--- src/rtl/debounce_pkg.sv ---
// -----------------------------------------------------------------------------
// debounce_pkg
// Shared defaults and the per-channel decision type for the comparator
// debounce bank.
// -----------------------------------------------------------------------------
package debounce_pkg;

    localparam int DEF_SYNC_STAGES = 2;
    localparam int DEF_CNT_W       = 8;
    localparam int DEF_GLITCH_W    = 8;

    // Outcome of one sample in a channel, handed from the decision logic to
    // the level/pulse and glitch-counter registers.
    typedef enum logic [1:0] {
        EVT_NONE,
        EVT_RISE,
        EVT_FALL,
        EVT_ABORT
    } db_evt_t;

endpackage

--- src/rtl/comparator_debounce_bank_if.sv ---
// -----------------------------------------------------------------------------
// comparator_debounce_bank_if
// Signal bundle between the comparator debounce bank and its user.
//   comparator_in  raw asynchronous comparator levels
//   hold_cycles    consecutive differing samples needed to flip (0 acts as 1)
//   glitch_clear   synchronous clear of all glitch counters
//   comparator_db  debounced levels
//   rise / fall    one-cycle edge pulses per channel
//   glitch_count   packed per-channel rejected-bounce counts
// master: drives the inputs (controller side); slave: the debounce bank.
// -----------------------------------------------------------------------------
interface comparator_debounce_bank_if #(
    parameter int CHANNELS = 4,
    parameter int CNT_W    = debounce_pkg::DEF_CNT_W,
    parameter int GLITCH_W = debounce_pkg::DEF_GLITCH_W
);

    logic [CHANNELS-1:0]          comparator_in;
    logic [CNT_W-1:0]             hold_cycles;
    logic                         glitch_clear;
    logic [CHANNELS-1:0]          comparator_db;
    logic [CHANNELS-1:0]          rise;
    logic [CHANNELS-1:0]          fall;
    logic [CHANNELS*GLITCH_W-1:0] glitch_count;

    modport master (
        output comparator_in, hold_cycles, glitch_clear,
        input  comparator_db, rise, fall, glitch_count
    );

    modport slave (
        input  comparator_in, hold_cycles, glitch_clear,
        output comparator_db, rise, fall, glitch_count
    );

endinterface

--- src/rtl/debounce_channel.sv ---
// -----------------------------------------------------------------------------
// debounce_channel
// One comparator channel: synchroniser, hold counter, debounced level with
// registered rise/fall pulses, and a saturating glitch counter.
//   clk, reset_n   clock and async active-low reset
//   async_in       raw comparator input
//   threshold      effective hold count T (already forced to >= 1)
//   glitch_clear   synchronous clear of the glitch counter
//   db, rise, fall debounced level and edge pulses
//   glitch         rejected-bounce count
// -----------------------------------------------------------------------------
module debounce_channel
    import debounce_pkg::*;
#(
    parameter int SYNC_STAGES = DEF_SYNC_STAGES,
    parameter int CNT_W       = DEF_CNT_W,
    parameter int GLITCH_W    = DEF_GLITCH_W
) (
    input  logic                clk,
    input  logic                reset_n,
    input  logic                async_in,
    input  logic [CNT_W-1:0]    threshold,
    input  logic                glitch_clear,
    output logic                db,
    output logic                rise,
    output logic                fall,
    output logic [GLITCH_W-1:0] glitch
);

    logic [SYNC_STAGES-1:0] sync_q, sync_d;
    logic [CNT_W-1:0]       cnt_q, cnt_d;
    logic [GLITCH_W-1:0]    glitch_q, glitch_d;
    logic                   db_q, db_d;
    logic                   rise_q, rise_d;
    logic                   fall_q, fall_d;
    logic [CNT_W:0]         cnt_inc;
    logic                   s;
    db_evt_t                evt;

    assign s = sync_q[SYNC_STAGES-1];

    always_comb begin
        sync_d   = {sync_q[SYNC_STAGES-2:0], async_in};
        // One extra bit so the compare stays correct at the top of the range.
        cnt_inc  = {1'b0, cnt_q} + 1'b1;
        evt      = EVT_NONE;
        cnt_d    = cnt_q;
        db_d     = db_q;
        glitch_d = glitch_q;

        if (s == db_q) begin
            if (cnt_q != '0) begin
                evt = EVT_ABORT;
            end
        end else if (cnt_inc >= {1'b0, threshold}) begin
            // >= so a threshold lowered mid-count flips on the next sample.
            evt = s ? EVT_RISE : EVT_FALL;
        end

        case (evt)
            EVT_ABORT: cnt_d = '0;
            EVT_RISE: begin
                cnt_d = '0;
                db_d  = 1'b1;
            end
            EVT_FALL: begin
                cnt_d = '0;
                db_d  = 1'b0;
            end
            default: begin
                if (s != db_q) begin
                    cnt_d = cnt_inc[CNT_W-1:0];
                end
            end
        endcase

        rise_d = (evt == EVT_RISE);
        fall_d = (evt == EVT_FALL);

        // Clear wins over a same-cycle abort.
        if (glitch_clear) begin
            glitch_d = '0;
        end else if (evt == EVT_ABORT && glitch_q != '1) begin
            glitch_d = glitch_q + 1'b1;
        end
    end

    always_ff @(posedge clk or negedge reset_n) begin
        if (!reset_n) begin
            sync_q   <= '0;
            cnt_q    <= '0;
            glitch_q <= '0;
            db_q     <= 1'b0;
            rise_q   <= 1'b0;
            fall_q   <= 1'b0;
        end else begin
            sync_q   <= sync_d;
            cnt_q    <= cnt_d;
            glitch_q <= glitch_d;
            db_q     <= db_d;
            rise_q   <= rise_d;
            fall_q   <= fall_d;
        end
    end

    assign db     = db_q;
    assign rise   = rise_q;
    assign fall   = fall_q;
    assign glitch = glitch_q;

endmodule

--- src/rtl/comparator_debounce_bank.sv ---
// -----------------------------------------------------------------------------
// comparator_debounce_bank
// Bank of independent comparator debouncers sharing one hold-count setting.
//   clk      system clock (single domain)
//   reset_n  async active-low reset
//   bus      slave side of comparator_debounce_bank_if (inputs, levels,
//            pulses and packed glitch counts)
// -----------------------------------------------------------------------------
module comparator_debounce_bank
    import debounce_pkg::*;
#(
    parameter int CHANNELS    = 4,
    parameter int SYNC_STAGES = DEF_SYNC_STAGES,
    parameter int CNT_W       = DEF_CNT_W,
    parameter int GLITCH_W    = DEF_GLITCH_W
) (
    input  logic                       clk,
    input  logic                       reset_n,
    comparator_debounce_bank_if.slave  bus
);

    logic [CNT_W-1:0]          threshold;
    logic [CHANNELS-1:0]       db_v;
    logic [CHANNELS-1:0]       rise_v;
    logic [CHANNELS-1:0]       fall_v;
    logic [GLITCH_W-1:0]       glitch_v [CHANNELS];
    logic [CHANNELS*GLITCH_W-1:0] glitch_packed;

    // A hold count of 0 behaves like 1.
    always_comb begin
        threshold = bus.hold_cycles;
        if (bus.hold_cycles == '0) begin
            threshold = CNT_W'(1);
        end
    end

    for (genvar i = 0; i < CHANNELS; i++) begin : g_ch
        debounce_channel #(
            .SYNC_STAGES (SYNC_STAGES),
            .CNT_W       (CNT_W),
            .GLITCH_W    (GLITCH_W)
        ) u_ch (
            .clk          (clk),
            .reset_n      (reset_n),
            .async_in     (bus.comparator_in[i]),
            .threshold    (threshold),
            .glitch_clear (bus.glitch_clear),
            .db           (db_v[i]),
            .rise         (rise_v[i]),
            .fall         (fall_v[i]),
            .glitch       (glitch_v[i])
        );
    end

    always_comb begin
        glitch_packed = '0;
        for (int i = 0; i < CHANNELS; i++) begin
            glitch_packed[i*GLITCH_W +: GLITCH_W] = glitch_v[i];
        end
    end

    assign bus.comparator_db = db_v;
    assign bus.rise          = rise_v;
    assign bus.fall          = fall_v;
    assign bus.glitch_count  = glitch_packed;

endmodule

--- src/flat_wrapper.sv ---
// flat-port wrapper written by rule: the top's interface ports become plain ports
module comparator_debounce_bank_flat import debounce_pkg::*;
#(
    parameter int CHANNELS    = 4,
    parameter int SYNC_STAGES = DEF_SYNC_STAGES,
    parameter int CNT_W       = DEF_CNT_W,
    parameter int GLITCH_W    = DEF_GLITCH_W
)
  (clk, reset_n, bus_comparator_in, bus_hold_cycles, bus_glitch_clear, bus_comparator_db, bus_rise, bus_fall, bus_glitch_count);
  comparator_debounce_bank_if #(.CHANNELS(CHANNELS), .CNT_W(CNT_W), .GLITCH_W(GLITCH_W)) bus_i ();
  input  logic clk;
  input  logic reset_n;
  input wire logic [$bits(bus_i.comparator_in)-1:0] bus_comparator_in;
  input wire logic [$bits(bus_i.hold_cycles)-1:0] bus_hold_cycles;
  input wire logic [$bits(bus_i.glitch_clear)-1:0] bus_glitch_clear;
  output wire logic [$bits(bus_i.comparator_db)-1:0] bus_comparator_db;
  output wire logic [$bits(bus_i.rise)-1:0] bus_rise;
  output wire logic [$bits(bus_i.fall)-1:0] bus_fall;
  output wire logic [$bits(bus_i.glitch_count)-1:0] bus_glitch_count;
  assign bus_i.comparator_in = bus_comparator_in;
  assign bus_i.hold_cycles = bus_hold_cycles;
  assign bus_i.glitch_clear = bus_glitch_clear;
  assign bus_comparator_db = bus_i.comparator_db;
  assign bus_rise = bus_i.rise;
  assign bus_fall = bus_i.fall;
  assign bus_glitch_count = bus_i.glitch_count;
  comparator_debounce_bank #(.CHANNELS(CHANNELS), .SYNC_STAGES(SYNC_STAGES), .CNT_W(CNT_W), .GLITCH_W(GLITCH_W)) u_core (.clk(clk), .reset_n(reset_n), .bus(bus_i));
endmodule
--- config.mk ---
export PLATFORM = sky130hd
export DESIGN_NAME = comparator_debounce_bank_flat
export DESIGN_NICKNAME = d
export VERILOG_FILES = /design/src/rtl/debounce_pkg.sv /design/src/rtl/comparator_debounce_bank_if.sv /design/src/rtl/debounce_channel.sv /design/src/rtl/comparator_debounce_bank.sv /design/src/flat_wrapper.sv
export SDC_FILE = /design/constraint.sdc
export NUM_CORES = 1
export LEC_CHECK = 0
export BUFFER_PORTS_ARGS = -buffer_cell sky130_fd_sc_hd__buf_2
export CORE_UTILIZATION = 30
export CTS_BUF_LIST = sky130_fd_sc_hd__clkbuf_16
export CTS_CLUSTER_SIZE = 24
export DETAILED_ROUTE_END_ITERATION = 7
export GPL_ROUTABILITY_DRIVEN = 0
export SKIP_CTS_REPAIR_TIMING = 1
export SYNTH_ARGS = -nofsm -noshare
export SYNTH_HDL_FRONTEND = slang
export SYNTH_SLANG_ARGS = --single-unit
--- constraint.sdc ---
create_clock -name clk -period 4.4 [get_ports clk]
set_input_delay 0.88 -clock clk [delete_from_list [all_inputs] [get_ports clk]]
set_output_delay 0.88 -clock clk [all_outputs]
set_load 0.01 [all_outputs]
## Word level (Yosys, flattened, before mapping)

Index checks and enable logic that the tools add are counted.

- Logic and storage cells: 122
- Bits of input ports: 15
- Output and inout bits: 44
- Register bits: 84

- $add $sub $neg: 8
- Eq/ne operators: 24
- Multiplexer cells: 37
- $lt $le $gt $ge: 4
- Reduce and logical (&&, ||, !) cells: 25

Operators by type and width:

| kind | count |
|---|---|
| $mux W8 | 17 |
| $add A8 B1 Y9 const B | 4 |
| $ge A9 B8 Y1 | 4 |
| $add A8 B1 Y8 const B | 4 |
| $mux W2 | 16 |
| $ne A8 B8 Y1 const B | 4 |
| $reduce_bool A8 Y1 | 4 |
| $reduce_bool A2 Y1 | 12 |
| $eq A2 B2 Y1 const B | 8 |
| $reduce_or A3 Y1 | 4 |
| $eq A2 B1 Y1 const B | 4 |
| $logic_not A8 Y1 | 1 |
| $pmux W1 S2 | 4 |
| $eq A1 B1 Y1 | 4 |
| $logic_and A1 B1 Y1 | 4 |
| $ne A1 B1 Y1 | 4 |

## Longest topological paths before layout

- Depth in word-level cells: 9
- Depth in mapped cells: 17
- Depth with buffers taken out: 17

## Hierarchy

Synthesis repeated with hierarchy kept, for this count alone.

- Cells, all modules: 530
- Area total of the unflattened synthesis: 5081.1 µm²

Modules (own cells, without submodules):

| module | times used | seq. area each (µm²) | cells each | area each (µm²) |
|---|---|---|---|---|
| debounce_channel | 4 | 525.5 | 130 | 1257.5 |
| comparator_debounce_bank | 1 | 0.0 | 10 | 51.3 |

## Worst setup path before layout

No wires, ideal clock.

- Path type: input to register
- From: input port bus_hold_cycles[4]
- To: register u_core.g_ch[1].u_ch.glitch_q[5]
- Stages on the path: 17
- Buffers on the path: 1
- Setup slack: 0.545 ns
- Arrival time: 3.723 ns
- Cells stage by stage: clkbuf_1 -> nor4_1 -> a41o_1 -> ha_1 -> nand2b_1 -> a21oi_1 -> maj3_1 -> o221ai_1 -> a311o_1 -> and2_1 -> ha_1 -> inv_1 -> a41oi_1 -> and3_1 -> nand4_1 -> xor2_1 -> nor2_1

- Cells in the longest elaborated chain, start to end: 8

RTL lines:

| element | RTL line | text |
|---|---|---|
| start, declared | flat_wrapper.sv:14 | `input wire logic [$bits(bus_i.hold_cycles)-1:0] bus_hold_cycles;` |
| $logic_not A8 Y1 | comparator_debounce_bank.sv:32 | `if (bus.hold_cycles == '0) begin` |
| $mux W8 (*) | comparator_debounce_bank.sv:32 |  |
| $ge A9 B8 Y1 (*) | debounce_channel.sv:55 | `end else if (cnt_inc >= {1'b0, threshold}) begin` |
| $mux W2 (*) | debounce_channel.sv:55 |  |
| $mux W2 (*) | debounce_channel.sv:51 | `if (s == db_q) begin` |
| $eq A2 B2 Y1 (*) | debounce_channel.sv:83 | `end else if (evt == EVT_ABORT && glitch_q != '1) begin` |
| $logic_and A1 B1 Y1 (*) | debounce_channel.sv:83 |  |
| $reduce_bool A2 Y1 (no line) (*) | - |  |
| end signal, assigned | debounce_channel.sv:99 | `glitch_q <= glitch_d;` |
| end, declared | debounce_channel.sv:32 | `logic [GLITCH_W-1:0] glitch_q, glitch_d;` |

Mark *: on every way between the ends. The rest lies on a longest branch, timed or not.
A chain may end at the register's enable or synchronous reset.

## Worst setup path in the final report

Same ends and word-level chain as after synthesis.

==> impl_metrics.csv <==
group,metric,value,unit
route,firstDrtPassIters,4,
sta,setup_viol,0,
power_and_ir_drop,peakVddDrop,0.1915,mV
floorplan,rows,47,
place,portBuffers,58,
synthesis,synth_seq_cells,84,
worst_hold_path,hp-class,"reg -> reg",
grt,first_global_vias,3982,
floorplan,start_util,30.53,%
clock_network,insertion_delay,0.34,ns
synthesis,synth-edff-count,0,
power_and_ir_drop,leakage,0.002859,uW
sta,period_minus_slack,3.801,ns
finish,drive_above_1_share,14.26,%
grt,antenna_found_initial,0,
worst_setup_path,required,4.61,ns
sta,rsz0062_at_grt,"no",
route,detail_route.wl_per_cell,13.83,um
place,hpwl,8270,um
route,num_vias,3812,
power_and_ir_drop,p_seq_share,35.7,%
synthesis,synth_cell_type_count,53,
sta,period_share,86.39,%
worst_setup_path,worstPathArrival,4.01,ns
sta,slew_violations,0,
route,vias_per_cell,4.795,
sta,fmax,263.1,MHz
finish,multi_input_area,2706,sq um
route,wl,11000,um
grt,grt_first_pass_wirelength,19060,um
grt,grt_max_degree,53,
worst_setup_path,criticalPathCategory,"in -> reg",
synthesis,ys_warn_count,0,
power_and_ir_drop,power_density,470.6,nW/um^2
clock_network,clockBufferDepth,2,
synthesis,syn_avg_cell_area,9.815,sq um
floorplan,die-area,17340,sq um
worst_setup_path,worst-path-max-fanout,8,
finish,nNetsFinal,636,
floorplan,core_area,16520,sq um
synthesis,synth_fp_nets,580,
sta,worstMarginPinSlew,0.6787,ns
power_and_ir_drop,power.internal,1731,uW
finish,regArea,2102,sq um
clock_network,cts_sinks,84,
power_and_ir_drop,design_power_total,2740,uW
grt,grt.overflow.total,0,
clock_network,root_buffer,"clkbuf_16",
synthesis,synth.top_cell.area_share,41.67,%
synthesis,synth.largest_area_cell,"dfrtp_1",
route,ant_nets,0,
grt,track_usage,13.74,%
synthesis,synthFlopType,"dfrtp_1",
synthesis,ys_seq_area_share,41.67,%
floorplan,ios,59,
clock_network,cts_inserted_buffers,9,
floorplan,die_x,131.7,um
worst_setup_path,endpoint_kind,"register",
clock_network,cts_tree,"done",
power_and_ir_drop,combPwrFrac,36.7,%
floorplan,die_h,131.7,um
finish,antenna_cells,0,
run_status,status,"finished clean",
sta,skew,0.005853,ns
worst_setup_path,startpoint_type,"input port",
route,drc_errors,0,
synthesis,async_flop_share,100.0,%
sta,final_hold_viol_count,0,
synthesis,ys_top_cells_by_area,"dfrtp_1 42%, ha_1 13%, xnor2_1 4.9%, xor2_1 4.2%, nor2_1 4.1%",
power_and_ir_drop,switching_share,36.82,%
sta,maxSlewHeadroom,54.75,%
synthesis,syn_area,5045,sq um
synthesis,synth_cells,514,
route,drtIter0Drc,154,
finish,syn2layout_area_growth,15.43,%
clock_network,path_clk_slew,0.06,ns
job,maxCapViolations,0,
sta,fin_setup_tns,0,ns
power_and_ir_drop,power.share.clock,27.6,%
clock_network,h-tree-depth,3,
power_and_ir_drop,p_sw,1009,uW
finish,fillers,1699,
[cell type report]
cell class / instances / area share [%]
clock buffer: 9 / 3.868
clock inverter: 7 / 1.160
inverter: 35 / 2.256
multi-input combinational: 379 / 46.48
sequential: 84 / 36.10
tap: 220 / 4.727
timing repair buffer: 61 / 5.415
[placed cells by master, fill, tap and decap left out, types with 9 or more instances in the layout]
| master | Yosys | layout |
|---|---|---|
| nor2_1 | 55 | 55 |
| dfrtp_1 | 84 | 84 |
| nor2b_1 | 10 | 10 |
| xor2_1 | 24 | 24 |
| nand2_1 | 32 | 32 |
| ha_1 | 51 | 51 |
| clkbuf_16 | 0 | 9 |
| mux2i_1 | 9 | 9 |
| buf_2 | 0 | 57 |
| and3_1 | 21 | 21 |
| nand3_1 | 37 | 37 |
| xnor2_1 | 28 | 28 |
| inv_1 | 35 | 35 |
| o21ai_0 | 12 | 12 |
| a21oi_1 | 16 | 16 |
[cells by family after synthesis]
kind of cell | after synthesis | share of synthesized area (%)
AO/OA/AOI/OAI | 65 | 9.053
XOR/XNOR | 52 | 9.028
adder cells (fa/ha/maj) | 59 | 14.26
buffers and inverters | 51 | 4.688
flip-flops | 84 | 41.67
multiplexers | 10 | 2.009
AND/OR/NAND/NOR | 193 | 19.30
[registers in the layout (all words and copies together), names as in the netlist]
register                 flops
u_core.g_ch.u_ch.cnt_q      32
u_core.g_ch.u_ch.db          4
u_core.g_ch.u_ch.fall        4
u_core.g_ch.u_ch.glitch     32
u_core.g_ch.u_ch.rise        4
u_core.g_ch.u_ch.sync_q      8
[per-layer routing]
layer	share of wire, %	vias up	GRT usage, %	wire (um)
met5	0	-	0	0
met4	2.5	0	7.235	274
met3	3.6	20	3.086	392
met2	48	59	22.57	5292
met1	46	1849	16.73	5038
li1	-	1884	-	-
[stage by stage]
stage / util, % / setup WS [ns] / hold WS [ns] / instances / instance area [sq um]
after floorplan: - / 0.5450 / 0.3312 / 514 / 5045
after global placement: 33.47 / 0.4417 / 0.3383 / 779 / 5530
after detailed placement: 33.47 / 0.3048 / 0.3363 / 779 / 5530
after CTS: 35.24 / 0.6559 / 0.3506 / 795 / 5823
after global routing: 35.24 / 0.3859 / 0.3647 / 795 / 5823
final: 35.24 / 0.5990 / 0.3496 / 795 / 5823
[worst max-delay path, stage by stage]
cell and delay, ns:
buf_2 0.16, nor4_1 0.30, a41o_1 0.31, ha_1 0.14, nand2b_1 0.09, a21oi_1 0.06
maj3_1 0.34, o221ai_1 0.24, a311o_1 0.28, and2_1 0.20, ha_1 0.20, inv_1 0.05
a41oi_1 0.20, and3_1 0.23, nand4_1 0.12, xor2_1 0.15, nor2_1 0.05
[worst paths after layout]
kind / endpoint / cells past startpoint / from / slack, ns
max in group asynchronous: u_core.g_ch[1].u_ch.glitch[1]$_DFFE_PN0P_ / 2 / reset_n / 2.93
setup / recovery: u_core.g_ch[1].u_ch.glitch[5]$_DFFE_PN0P_ / 17 / bus_hold_cycles[4] / 0.60
setup reg to reg: u_core.g_ch[0].u_ch.glitch[5]$_DFFE_PN0P_ / 16 / u_core.g_ch[0].u_ch.cnt_q[0]$_DFFE_PN0P_ / 0.70
hold reg to reg: u_core.g_ch[3].u_ch.sync_q[1]$_DFF_PN0_ / 0 / u_core.g_ch[3].u_ch.sync_q[0]$_DFF_PN0_ / 0.35
min in group asynchronous: u_core.g_ch[3].u_ch.cnt_q[0]$_DFFE_PN0P_ / 1 / reset_n / 0.58
hold / removal: u_core.g_ch[3].u_ch.sync_q[1]$_DFF_PN0_ / 0 / u_core.g_ch[3].u_ch.sync_q[0]$_DFF_PN0_ / 0.35
[synthesized netlist by cell type (6+ instances only)]
master    count
a21oi_1      16
and3_1       21
buf_4        12
dfrtp_1      84
ha_1         51
inv_1        35
maj3_1        7
mux2i_1       9
nand2_1      32
nand2b_1      6
nand3_1      37
nand4_1       8
nor2_1       55
nor2b_1      10
nor3_1        6
o21ai_0      12
xnor2_1      28
xor2_1       24
[power by group through the flow]
stage                     combinational, uW  sequential (uW)  clock [uW]
after floorplan                         782              968           0
after global placement                  979              987           0
after detailed placement               1020              992           0
after CTS                              1020              978         785
after global routing                   1150              995         810
final                                  1010              978         755
Power figures use the tool's default switching activity.
